--- src/rtl/magic_ctl.sv ---
// magic_ctl: magic-ROM controller. Arbitrates NMI trigger sources, sequences
// magic-ROM map/unmap around the Z80 NMI entry point, verifies the ROM
// signature, and exposes a bank of 8-bit config registers on one I/O port
// while the ROM is mapped.

// One config register with its write strobe.
module magic_cfg_reg #(
    parameter logic [7:0] RST_VAL = 8'h00
) (
    input  logic       clk28,
    input  logic       rst_n,
    input  logic       we,
    input  logic [7:0] wdata,
    output logic [7:0] q,
    output logic       wstb
);

    // Load on write; the strobe is the registered write enable so it lines
    // up with the register update.
    always_ff @(posedge clk28) begin
        if (!rst_n) begin
            q    <= RST_VAL;
            wstb <= 1'b0;
        end else begin
            wstb <= we;
            if (we) q <= wdata;
        end
    end

endmodule

module magic_ctl #(
    parameter int                NTRIG        = 2,
    parameter int                NCFG         = 12,
    parameter logic [7:0]        CFG_PORT     = 8'hFF,
    parameter logic [15:0]       ENTRY_ADDR   = 16'h0066,
    parameter logic [15:0]       EXIT_ADDR    = 16'hF000,
    parameter logic [15:0]       REENTER_ADDR = 16'hF008,
    parameter logic [7:0]        SIGNATURE    = 8'hEB,
    parameter logic [NCFG*8-1:0] CFG_RESET    = '0
) (
    input  logic              clk28,
    input  logic              rst_n,
    input  logic              mreq,
    input  logic              ioreq,
    input  logic              m1,
    input  logic              rd,
    input  logic              wr,
    input  logic [15:0]       a,
    input  logic [7:0]        d,
    input  logic              n_int,
    input  logic              n_int_next,
    input  logic [NTRIG-1:0]  trig,
    output logic              n_nmi,
    output logic              magic_mode,
    output logic              magic_map,
    output logic [2:0]        cause,
    output logic [NCFG*8-1:0] cfg,
    output logic [NCFG-1:0]   cfg_wstb,
    output logic              rd_oe,
    output logic [7:0]        rd_data
);

    typedef enum logic [2:0] {
        BOOT_CHECK,
        IDLE,
        PENDING,
        CHECK,
        MAPPED,
        UNMAP_WAIT,
        REENTER
    } state_t;

    state_t state;
    logic   sig_seen;   // an opcode fetch has been observed in this check
    logic   sig_ok;     // last sampled opcode matched the signature
    logic   reenter;    // UNMAP_WAIT should go to REENTER rather than IDLE

    logic       int_edge;
    logic       fetch;
    logic [2:0] trig_idx;
    logic       trig_any;

    assign int_edge = n_int & ~n_int_next;
    assign fetch    = m1 & mreq & rd;
    assign trig_any = |trig;

    // Lowest set trigger index wins.
    always_comb begin
        trig_idx = 3'd0;
        for (int i = NTRIG - 1; i >= 0; i--) begin
            if (trig[i]) trig_idx = 3'(i);
        end
    end

    // Session sequencer: NMI request, ROM map/unmap and signature checks.
    always_ff @(posedge clk28) begin
        if (!rst_n) begin
            state      <= BOOT_CHECK;
            n_nmi      <= 1'b1;
            magic_mode <= 1'b1;
            magic_map  <= 1'b1;
            cause      <= 3'd0;
            sig_seen   <= 1'b0;
            sig_ok     <= 1'b0;
            reenter    <= 1'b0;
        end else begin
            case (state)
                BOOT_CHECK, CHECK: begin
                    // Keep sampling while the fetch is held; decide once it ends.
                    if (fetch) begin
                        sig_seen <= 1'b1;
                        sig_ok   <= (d == SIGNATURE);
                    end else if (sig_seen) begin
                        sig_seen <= 1'b0;
                        if (sig_ok) begin
                            state <= MAPPED;
                        end else begin
                            state      <= IDLE;
                            magic_mode <= 1'b0;
                            magic_map  <= 1'b0;
                        end
                    end
                end
                IDLE: begin
                    if (int_edge && trig_any) begin
                        cause      <= trig_idx;
                        n_nmi      <= 1'b0;
                        magic_mode <= 1'b1;
                        state      <= PENDING;
                    end
                end
                PENDING: begin
                    if (m1 && mreq && a == ENTRY_ADDR) begin
                        n_nmi     <= 1'b1;
                        magic_map <= 1'b1;
                        state     <= CHECK;
                        // The entry fetch itself carries the opcode to check.
                        sig_seen  <= fetch;
                        sig_ok    <= (d == SIGNATURE);
                    end
                end
                MAPPED: begin
                    if (mreq && rd && a == EXIT_ADDR) begin
                        magic_mode <= 1'b0;
                        reenter    <= 1'b0;
                        state      <= UNMAP_WAIT;
                    end else if (mreq && rd && a == REENTER_ADDR) begin
                        reenter <= 1'b1;
                        state   <= UNMAP_WAIT;
                    end
                end
                UNMAP_WAIT: begin
                    // ROM stays mapped until the exit read has completed.
                    if (!mreq) begin
                        magic_map <= 1'b0;
                        state     <= reenter ? REENTER : IDLE;
                    end
                end
                REENTER: begin
                    if (m1 && mreq) begin
                        magic_map <= 1'b1;
                        state     <= MAPPED;
                    end
                end
                default: state <= IDLE;
            endcase
        end
    end

    // Config port decode.
    logic       cs;
    logic [7:0] idx;
    logic       cs_wr_q;
    logic       wr_rise;

    assign cs      = magic_map & ioreq & (a[7:0] == CFG_PORT);
    assign idx     = a[15:8];
    assign wr_rise = cs & wr & ~cs_wr_q;

    // Remember cs&wr so each I/O write cycle produces a single strobe.
    always_ff @(posedge clk28) begin
        if (!rst_n) cs_wr_q <= 1'b0;
        else        cs_wr_q <= cs & wr;
    end

    logic [NCFG-1:0][7:0] cfg_q;
    logic [NCFG-1:0]      cfg_we;

    for (genvar i = 0; i < NCFG; i++) begin : g_cfg
        assign cfg_we[i] = wr_rise && (idx == 8'(i));
        magic_cfg_reg #(
            .RST_VAL (CFG_RESET[8*i +: 8])
        ) u_reg (
            .clk28 (clk28),
            .rst_n (rst_n),
            .we    (cfg_we[i]),
            .wdata (d),
            .q     (cfg_q[i]),
            .wstb  (cfg_wstb[i])
        );
    end

    assign cfg = cfg_q;

    // Readback selection for the addressed register.
    logic       rd_hit;
    logic [7:0] rd_sel;

    always_comb begin
        rd_hit = 1'b0;
        rd_sel = 8'h00;
        for (int i = 0; i < NCFG; i++) begin
            if (idx == 8'(i)) begin
                rd_hit = 1'b1;
                rd_sel = cfg_q[i];
            end
        end
    end

    // Registered readback: register contents, or status at index 8'hFF.
    always_ff @(posedge clk28) begin
        if (!rst_n) begin
            rd_oe   <= 1'b0;
            rd_data <= 8'h00;
        end else begin
            rd_oe   <= 1'b0;
            rd_data <= 8'h00;
            if (cs && rd) begin
                if (rd_hit) begin
                    rd_oe   <= 1'b1;
                    rd_data <= rd_sel;
                end else if (idx == 8'hFF) begin
                    rd_oe   <= 1'b1;
                    rd_data <= {magic_mode, 4'b0000, cause};
                end
            end
        end
    end

endmodule

--- config.mk ---
export PLATFORM = sky130hd
export DESIGN_NAME = magic_ctl
export DESIGN_NICKNAME = d
export VERILOG_FILES = /design/src/rtl/magic_ctl.sv
export SDC_FILE = /design/constraint.sdc
export NUM_CORES = 1
export LEC_CHECK = 0
export ABC_AREA = 1
export BUFFER_PORTS_ARGS = -buffer_cell sky130_fd_sc_hd__buf_2
export CAP_MARGIN = 20
export CORE_ASPECT_RATIO = 1.4
export CORE_UTILIZATION = 54
export CTS_BUF_LIST = sky130_fd_sc_hd__clkbuf_4
export DETAILED_ROUTE_END_ITERATION = 16
export GPL_TIMING_DRIVEN = 0
export PLACE_DENSITY = 0.78
export SLEW_MARGIN = 20
export SYNTH_ARGS = -nofsm -noshare
export SYNTH_HDL_FRONTEND = slang
export SYNTH_SLANG_ARGS = --single-unit
--- constraint.sdc ---
create_clock -name clk28 -period 2.4 [get_ports clk28]
set_clock_uncertainty 0.2 [all_clocks]
set_input_delay 0.12 -clock clk28 [delete_from_list [all_inputs] [get_ports clk28]]
set_output_delay 0.12 -clock clk28 [all_outputs]
set_load 0.02 [all_outputs]
After elaboration in Yosys (flattened, before gate mapping). Index checks and enable logic that the tools add are counted.

Input bits: 35. Memories kept: 0. Bits in read-only memories: 0. Bits in latches: 0. RAM bits: 0. Register bits: 130.

$add $sub $neg: 0. Bitwise gates (word level): 9. Multiply operators: 0. Shift-type cells: 0. Mux-type cells: 61. Divide/modulo/power cells: 0. Eq/ne operators: 33. $lt $le $gt $ge: 0. Reduce and logical (&&, ||, !) cells: 37.

Operator list (number): two-way mux 8 bit (14); two-way mux 3 bit (11); equality test 16 bit (second input constant) (2); equality test 8 x 3 -> 1 bit (second input constant) (4); equality test 8 x 4 -> 1 bit (second input constant) (4); two-way mux 1 bit (30); equality test 8 bit (second input constant) (3); logical AND 1 bit (19); != test 2 bit (second input constant) (9); case mux 3 bit (6 select lines) (1); equality test 16 x 7 -> 1 bit (second input constant) (1); equality test 8 x 2 -> 1 bit (second input constant) (2); AND reduction 7 bit (2); equality test 3 bit (second input constant) (3); equality test 8 x 1 -> 1 bit (second input constant) (1); zero test 8 bit (1); AND reduction 2 bit (4); bitwise AND 1 bit (7); equality test 3 x 2 -> 1 bit (second input constant) (2); case mux 1 bit (2 select lines) (3); AND reduction 3 bit (2); AND reduction 6 bit (1); nonzero test 2 bit (3); case mux 1 bit (4 select lines) (1); other kinds (8) (10).

Logic depth before layout (Yosys ltp). Gate-level depths: netlist (run 1).

Word-level depth: 14. Mapped depth: 14.

Modules after synthesis. A second synthesis (run 1) with hierarchy kept.

Cells, all modules: 1021. Area, all modules: 6508.7 um^2.

By module, submodules not included: magic_cfg_reg (cells an instance 54, seq. area each 180.2 um^2, instances 12, area each 375.4 um^2); magic_ctl (cells an instance 373, seq. area each 400.4 um^2, instances 1, area each 2004.4 um^2).

Least setup slack after synthesis (run 1). No wires, ideal clock.

Path type: register -> register. Start: reg magic_map. End: reg g_cfg[4].u_reg.q[7]. Setup time: 137 ps. Required time: 2063 ps. Cell stages (with the launch flop): 10. Buffers on the path: 2. Path slack: 543 ps. Period minus slack after synthesis: 1857 ps. Arrival: 1520 ps. Cell sequence: dfxtp_1 nand2_1 nor2_1 nand3_1 nor4_2 nand2_1 nor2_1 buf_2 buf_2 a31oi_1.

Cells in the longest elaborated chain, start to end: 5.

RTL lines: start, declared (RTL line 56) `output logic magic_map,`; start signal, assigned (RTL line 102) `magic_map <= 1'b1;`; start signal, assigned (RTL line 121) `magic_map <= 1'b0;`; start signal, assigned (RTL line 136) `magic_map <= 1'b1;`; bitwise AND 1 bit (2 in a row) (RTL line 177) `assign cs = magic_map & ioreq & (a[7:0] == CFG_PORT);`; bitwise AND 1 bit (2 in a row) (RTL line 179) `assign wr_rise = cs & wr & ~cs_wr_q;`; logical AND 1 bit (RTL line 191) `assign cfg_we[i] = wr_rise && (idx == 8'(i));`; end signal, assigned (RTL line 26) `if (we) q <= wdata;`; end, declared (RTL line 14) `output logic [7:0] q,`.

No other way between the ends. A chain may end at the register's enable or synchronous reset.

Worst setup path after layout (run 1).
Start: in a[5]. End: reg n_nmi.

Cells in the longest elaborated chain, start to end: 4.

RTL lines: start, declared (RTL line 49) `input logic [15:0] a,`; equality test 16 x 7 -> 1 bit (RTL line 134) `if (m1 && mreq && a == ENTRY_ADDR) begin`; logical AND 1 bit (RTL line 134); != test 2 bit (no line); AND reduction 3 bit (no line); end signal, assigned (RTL line 100) `n_nmi <= 1'b1;`; end signal, assigned (RTL line 128) `n_nmi <= 1'b0;`; end signal, assigned (RTL line 135) `n_nmi <= 1'b1;`; end, declared (RTL line 54) `output logic n_nmi,`.

No other way between the ends.

==> impl_metrics.ini, run 1 <==
[status]
run_status = finished, final reports clean

[global_routing]
grt.busiest_layer = met2
antenna_found_initial = 1
grt_pass1_vias = 6074
grt-ovfl-total = 0
use_met2_pct = 61.0
grt_usage_pct = 37.6
grtUsageMet1_pct = 45.2
grt_max_degree = 17
grt_pass1_wl_mm = 31.3
use_met3_pct = 8.42

[yosys]
ys_top_cells_by_area = dfxtp_1 44%, a31oi_1 9.7%, o21ai_0 9.0%, nand2_1 8.1%, nor2_1 5.1%
syn_inst = 778
syn_area_um2 = 5780
synth_cell_types = 39
avgSynthCellArea_um2 = 7.43
yosysTopAreaCell = dfxtp_1
synth_seq_cells = 128
ys_seq_area_share_pct = 44.3
yosysWarnings = 0
synth_top_area_share_pct = 44.3

[cts]
cts_inserted_buffers = 17
clk_latency_ns = 0.56
cts-root-buf = clkbuf_4
clkSlewWorstSetupHoldPaths_ns = 0.12
cts.sinks = 128
clock_path_buffers = 2
htree_levels = 4
cts_tree = yes

[critical_path]
crit_fanout = 4
crit_chain = dlygate4sd3_1 -> buf_2 -> nand2_1 -> dlygate4sd3_1 -> nor3_2 -> nand2_2 -> dlygate4sd3_1 -> o41ai_1
rrSetupSlack_ns = 0.10
critPathMostFrequentCell = dlygate4sd3_1
end_kind = flop
cp-start-kind = input pin
crit_type = in -> reg
worstSetupStartpoint = a[5]
worst_r2r_endpoint = rd_data[4]$_SDFF_PN0_
worstPathRequired_ns = 2.66
max_stage_delay_ns = 0.59
timing.reg2reg.worst_path_depth = 10
crit_arrival_ns = 2.58
r2r-start = magic_map$_SDFFE_PN1P_
cp_slowest_cell = dlygate4sd3_1
crit_end = n_nmi$_SDFFE_PN1P_

[floorplanning]
ios = 158
die_w_um = 89.4
core_area_um2 = 10400
row_count = 44
dieArea_um2 = 11100
start_util_pct = 55.5
die_h_um = 124

[sta]
hold_violations = 0
timing.hold.ws_ns = 0.0481
timing.final.crit_period_ns = 2.31
maxSlewHeadroom_pct = 47.6
max_freq_ghz = 0.432
tightest_slew_ns = 0.781
setup_viol = 0
tns_ns = 0
period_share_pct = 96.4
final-max-slew-violation-count = 0

[power]
p_comb_share_pct = 12.7
power_density_nw_per_um2 = 603
ir_drop_mv = 0.376
total_power_w = 0.00454
p_int_w = 0.00328
p_seq_share_pct = 48.2
switching_share_pct = 27.7
p_leak_nw = 3.43
clkPwrFrac_pct = 39.1
p_sw_w = 0.00126

[placed_design]
io_buffers = 155
gp_congestion = 0.921
hpwl_mm = 14.3
place_inst = 1072

[cells_and_area]
nNetsFinal = 1030
final_cells = 1147
fin_util_pct = 72.4
synthToLayoutAreaGrowth_pct = 30.4
drive_gt1_share_pct = 26.5

[route]
drtIter0Drc = 735
wl_mm = 20.7
drtAntennaViolNets = 0
viasPerCell = 5.82
drtPass1Iterations = 6
wl_per_cell_um = 18.0
num_vias = 6677
route.detailed.drc = 0

[job]
drv_cap = 0

[hold_path]
min_path_type = in -> reg
==> cell type report <==
class                      instances  area, um2
timing repair buffer             197       1190
fill                             871       2870
buffer                            60        317
clock buffer                      17        128
sequential                       128       2560
clock inverter                    15        215
inverter                          70        264
multi-input combinational        521       2680
tap                              138        173
antenna                            1       2.50
==> layer usage <==
metal,share of wire (%),routed length [um],up-vias
met5,0,0,-
met4,5.1,1060,0
met3,9.6,1990,94
met2,48,9990,460
met1,37,7620,3024
li1,-,-,3099
==> cell usage in the layout (no fill, tap or decap), types with 9 or more instances in the layout <==
cell / Yosys / routed
inv_2: 8 / 9
buf_2: 18 / 173
clkbuf_1: 25 / 24
nor2_1: 79 / 77
a31oi_1: 90 / 90
inv_1: 60 / 59
dlygate4sd3_1: 0 / 41
o21ai_0: 104 / 100
nor2_2: 13 / 15
nand2_1: 125 / 124
dfxtp_1: 128 / 127
nand3_1: 26 / 26
buf_4: 16 / 17
clkbuf_4: 0 / 17
a21oi_1: 17 / 17
nand4_1: 15 / 15
==> power by group through the flow <==
| stage | Combinational [W] | Sequential, W | Clock [W] |
|---|---|---|---|
| floorplan | 0.000310 | 0.00224 | 0 |
| global placement | 0.000471 | 0.00223 | 0 |
| detailed placement | 0.000471 | 0.00223 | 0 |
| CTS | 0.000519 | 0.00219 | 0.00176 |
| global route | 0.000630 | 0.00219 | 0.00187 |
| finish | 0.000577 | 0.00219 | 0.00178 |
==> synth_stat cells <==
master	number
o41ai_1	1
inv_1	60
clkinv_2	1
dfxtp_1	128
nor4_2	1
nor2_2	13
a31oi_1	90
nand3_1	26
o21ai_0	104
nor4_1	5
buf_6	1
nor2_1	79
a211oi_1	6
and3_1	1
clkbuf_1	25
or2_0	3
nor2_4	5
nand4_1	15
buf_2	18
a21oi_1	17
nand2_2	3
or2_1	1
inv_2	8
nand2_1	125
a221oi_1	1
o21ai_1	4
o2111ai_1	2
nand3_4	1
o211ai_1	3
nand4_2	1
clkinv_1	1
nand3b_1	1
nor3_2	1
o22ai_1	1
buf_4	16
nor3_1	7
nand2_4	1
nor4_4	1
conb_1	1
==> per-stage QoR <==
stage                     area [um2]  worst slack, ns
after detailed placement        6730            0.189
after global placement          6730            0.212
after CTS                       7490           0.0364
final                           7540           0.0859
after global routing            7540          -0.0319
after floorplan                 5780            0.543
==> worst max-delay path, delay by kind of cell <==
kind | cells | cell delay (ns)
and+or+nand+nor | 3 | 0.37
AOI/OAI and AO/OA | 1 | 0.23
buffers and inverters | 4 | 1.86
==> kinds of logic (layout without fill, tap and decap cells) <==
kind of cell	Yosys count	count (layout)	share of synthesized area, %
flops	128	128	44.3
other cells	1	3	0.0649
compound gates	229	229	22.5
buf+inv	130	359	10.0
simple gates	290	290	23.1
==> flip-flops by register name, summed over array words and instances (netlist names), 3 cells and up <==
register,count
state,3
g_cfg.u_reg.q,96
rd_data,8
g_cfg.u_reg.wstb,12
==> what timing repair did <==
| item | 4_1_cts | 5_1_grt |
|---|---|---|
| setup buffers | 0 | 1 |
| hold endpoints to repair | 70 | 0 |
| hold buffers | 42 | 0 |
| resized for setup | 0 | 18 |
| endpoints found under the setup margin | 0 | 15 |
==> worst min-delay path by stage <==
stage               slack, ns  from  cells after the start                                to
floorplan                0.06    wr                      2                cs_wr_q$_SDFF_PN0_
global route              0.1  a[9]                      7             rd_data[4]$_SDFF_PN0_
CTS                     0.004  a[9]                      6  g_cfg[9].u_reg.q[2]$_SDFFE_PN0P_
detailed placement       0.20    wr                      3                cs_wr_q$_SDFF_PN0_
global placement         0.19    wr                      3                cs_wr_q$_SDFF_PN0_
finish                   0.05  a[9]                      7             rd_data[4]$_SDFF_PN0_
Note: power is estimated with default switching activity, not from simulation.
==> run 2: changes to the inputs <==
CELL_PAD_IN_SITES_DETAIL_PLACEMENT = 0   (was unset)
CELL_PAD_IN_SITES_GLOBAL_PLACEMENT = 2   (was unset)
CORE_MARGIN = 10   (was unset)
CORE_UTILIZATION = 30   (was 54)
TNS_END_PERCENT = 50   (was unset)
==> run 2 against run 1 <==
Compared with the run above: combinational power about the same; design area increased by 1.7%; worst setup slack improved by 0.032 ns; clock power decreased by 7%; wire length increased by 21%; first-iteration DRC count decreased by 35%; worst hold slack got worse by 0.015 ns; largest cell class unchanged; critical path type unchanged; critical endpoint is now magic_map$_SDFFE_PN1P_; utilization decreased by 32 points; highest routed layer unchanged; global-route usage decreased by 18 points; die area increased by 130%; non-clock buffer count unchanged; register-to-register slack improved by 0.09 ns.
==> impl_metrics.ini, run 2 (synthesized netlist as in run 1, its figures left out) <==
[sta]
max_freq_ghz = 0.438
maxSlewHeadroom_pct = 41.4
hold_violations = 0
setup_viol = 0
final-max-slew-violation-count = 0
period_share_pct = 95.1
tightest_slew_ns = 0.879
timing.final.crit_period_ns = 2.28

[route]
viasPerCell = 5.03
wl_per_cell_um = 19.9
drtPass1Iterations = 6
drtIter0Drc = 479
num_vias = 6319
wl_mm = 25.1
drtAntennaViolNets = 0
route.detailed.drc = 0

[power]
ir_drop_mv = 0.222
total_power_w = 0.00443
power_density_nw_per_um2 = 578
p_leak_nw = 3.42

[placed_design]
hpwl_mm = 19.2
placed_area_um2 = 6870
io_buffers = 155
place_inst = 1182
gp_congestion = 0.826

[cells_and_area]
synthToLayoutAreaGrowth_pct = 32.6
reg_top3 = g_cfg.u_reg.q x96, g_cfg.u_reg.wstb x12, rd_data x8
fillers = 2128
final_cells = 1257
nNetsFinal = 1030
layout_commonest_cell = buf_2
layout_common_cells = 170 x buf_2, 127 x dfxtp_1, 124 x nand2_1
drive_gt1_share_pct = 26.9
finalInstanceArea_um2 = 7660
regMostFlops = g_cfg.u_reg.q
largest_reg_flops = 96

[global_routing]
grt_usage_pct = 20.0
grt-ovfl-total = 0
grt_pass1_wl_mm = 38.5
grt_pass1_vias = 6528
grt_max_degree = 17
antenna_found_initial = 1

[critical_path]
worstPathRequired_ns = 2.62
r2r-start = state[1]$_SDFFE_PN0P_
worstSetupStartpoint = m1
rrSetupSlack_ns = 0.19
end_kind = flop
crit_fanout = 2
crit_end = magic_map$_SDFFE_PN1P_
worst_r2r_endpoint = magic_map$_SDFFE_PN1P_
crit_type = in -> reg
crit_arrival_ns = 2.50
cp-start-kind = input pin
timing.reg2reg.worst_path_depth = 11

[floorplanning]
ios = 158
die_w_um = 137
start_util_pct = 30.3
row_count = 60
die_h_um = 184
core_area_um2 = 19100
dieArea_um2 = 25300

[cts]
cts_tree = yes
clkSlewWorstSetupHoldPaths_ns = 0.13
clock_path_buffers = 2
clk_latency_ns = 0.56
htree_levels = 4
cts_inserted_buffers = 17
cts.sinks = 128
cts-root-buf = clkbuf_4

[status]
run_status = finished, final reports clean

[hold_path]
min_from = a[9]
min_path_type = in -> reg

[job]
drv_cap = 0
-- run 2: changes by cell type in the layout (fill, tap and decap cells not counted), moves of 3 or more --
cell,previous run,this run
buf_2,173,170
clkinv_1,4,1
inv_6,2,5
nor2_1,77,74
-- run 2: final cells by class --
cell class	count	area, um2	area share, %
flip-flops and latches	128	2570	33.5
repair buffers	197	1200	15.6
well taps	248	310	4.05
inverters	70	264	3.44
plain buffers	60	325	4.24
clock buffers	17	128	1.67
multi-input cells	521	2690	35.1
diodes	1	2.50	0.0327
clock inverters	15	183	2.38
-- run 2: stage by stage --
stage | setup TNS, ns | util, % | worst slack [ns] | hold WS, ns
after floorplan | 0 | - | 0.543 | 0.0640
after global routing | -0.00495 | 40.2 | -0.00495 | 0.0658
after CTS | 0 | 39.9 | 0.0686 | 0.0246
after detailed placement | 0 | 36.0 | 0.0279 | 0.192
after global placement | 0 | 36.0 | 0.00640 | 0.177
final | 0 | 40.2 | 0.118 | 0.0332
-- run 2: per-layer routing --
layer	GRT usage, %	vias up	wire (um)
li1	-	3096	-
met1	23.5	2988	10400
met2	34.7	204	12600
met3	4.28	31	1550
met4	6.93	0	543
met5	0	-	0
-- run 2: power by group --
part | total [W] | internal [W] | switching [W]
clock network | 0.00166 | 0.000734 | 0.000924
registers | 0.00219 | 0.00216 | 0.0000316
logic | 0.000577 | 0.000202 | 0.000376
total | 0.00443 | 0.00310 | 0.00133
-- run 2: critical path: stages --
cell and delay [ns]:
dlygate4sd3_1 0.52, buf_2 0.10, nand2_1 0.05, dlygate4sd3_1 0.55
nand2_1 0.06, o21ai_0 0.06, dlygate4sd3_1 0.57, inv_2 0.09
o2111ai_1 0.14, o21ai_1 0.15, o211ai_1 0.09
-- run 2: how the worst min path moves through the flow --
stage               depth (start not counted)  slack [ns]                               end
global route                                8        0.07             rd_data[2]$_SDFF_PN0_
global placement                            3        0.18                cs_wr_q$_SDFF_PN0_
floorplan                                   2        0.06                cs_wr_q$_SDFF_PN0_
CTS                                         8        0.02             rd_data[2]$_SDFF_PN0_
detailed placement                          3        0.19                cs_wr_q$_SDFF_PN0_
finish                                      5        0.03  g_cfg[3].u_reg.q[6]$_SDFFE_PN0P_
-- run 2: repair_timing --
item | in CTS | in global routing
gates resized for setup | 1 | 25
endpoints found under the setup margin | 1 | 102
hold buffers | 42 | 0
endpoints found under the hold margin | 60 | 0
setup buffers | 0 | 0
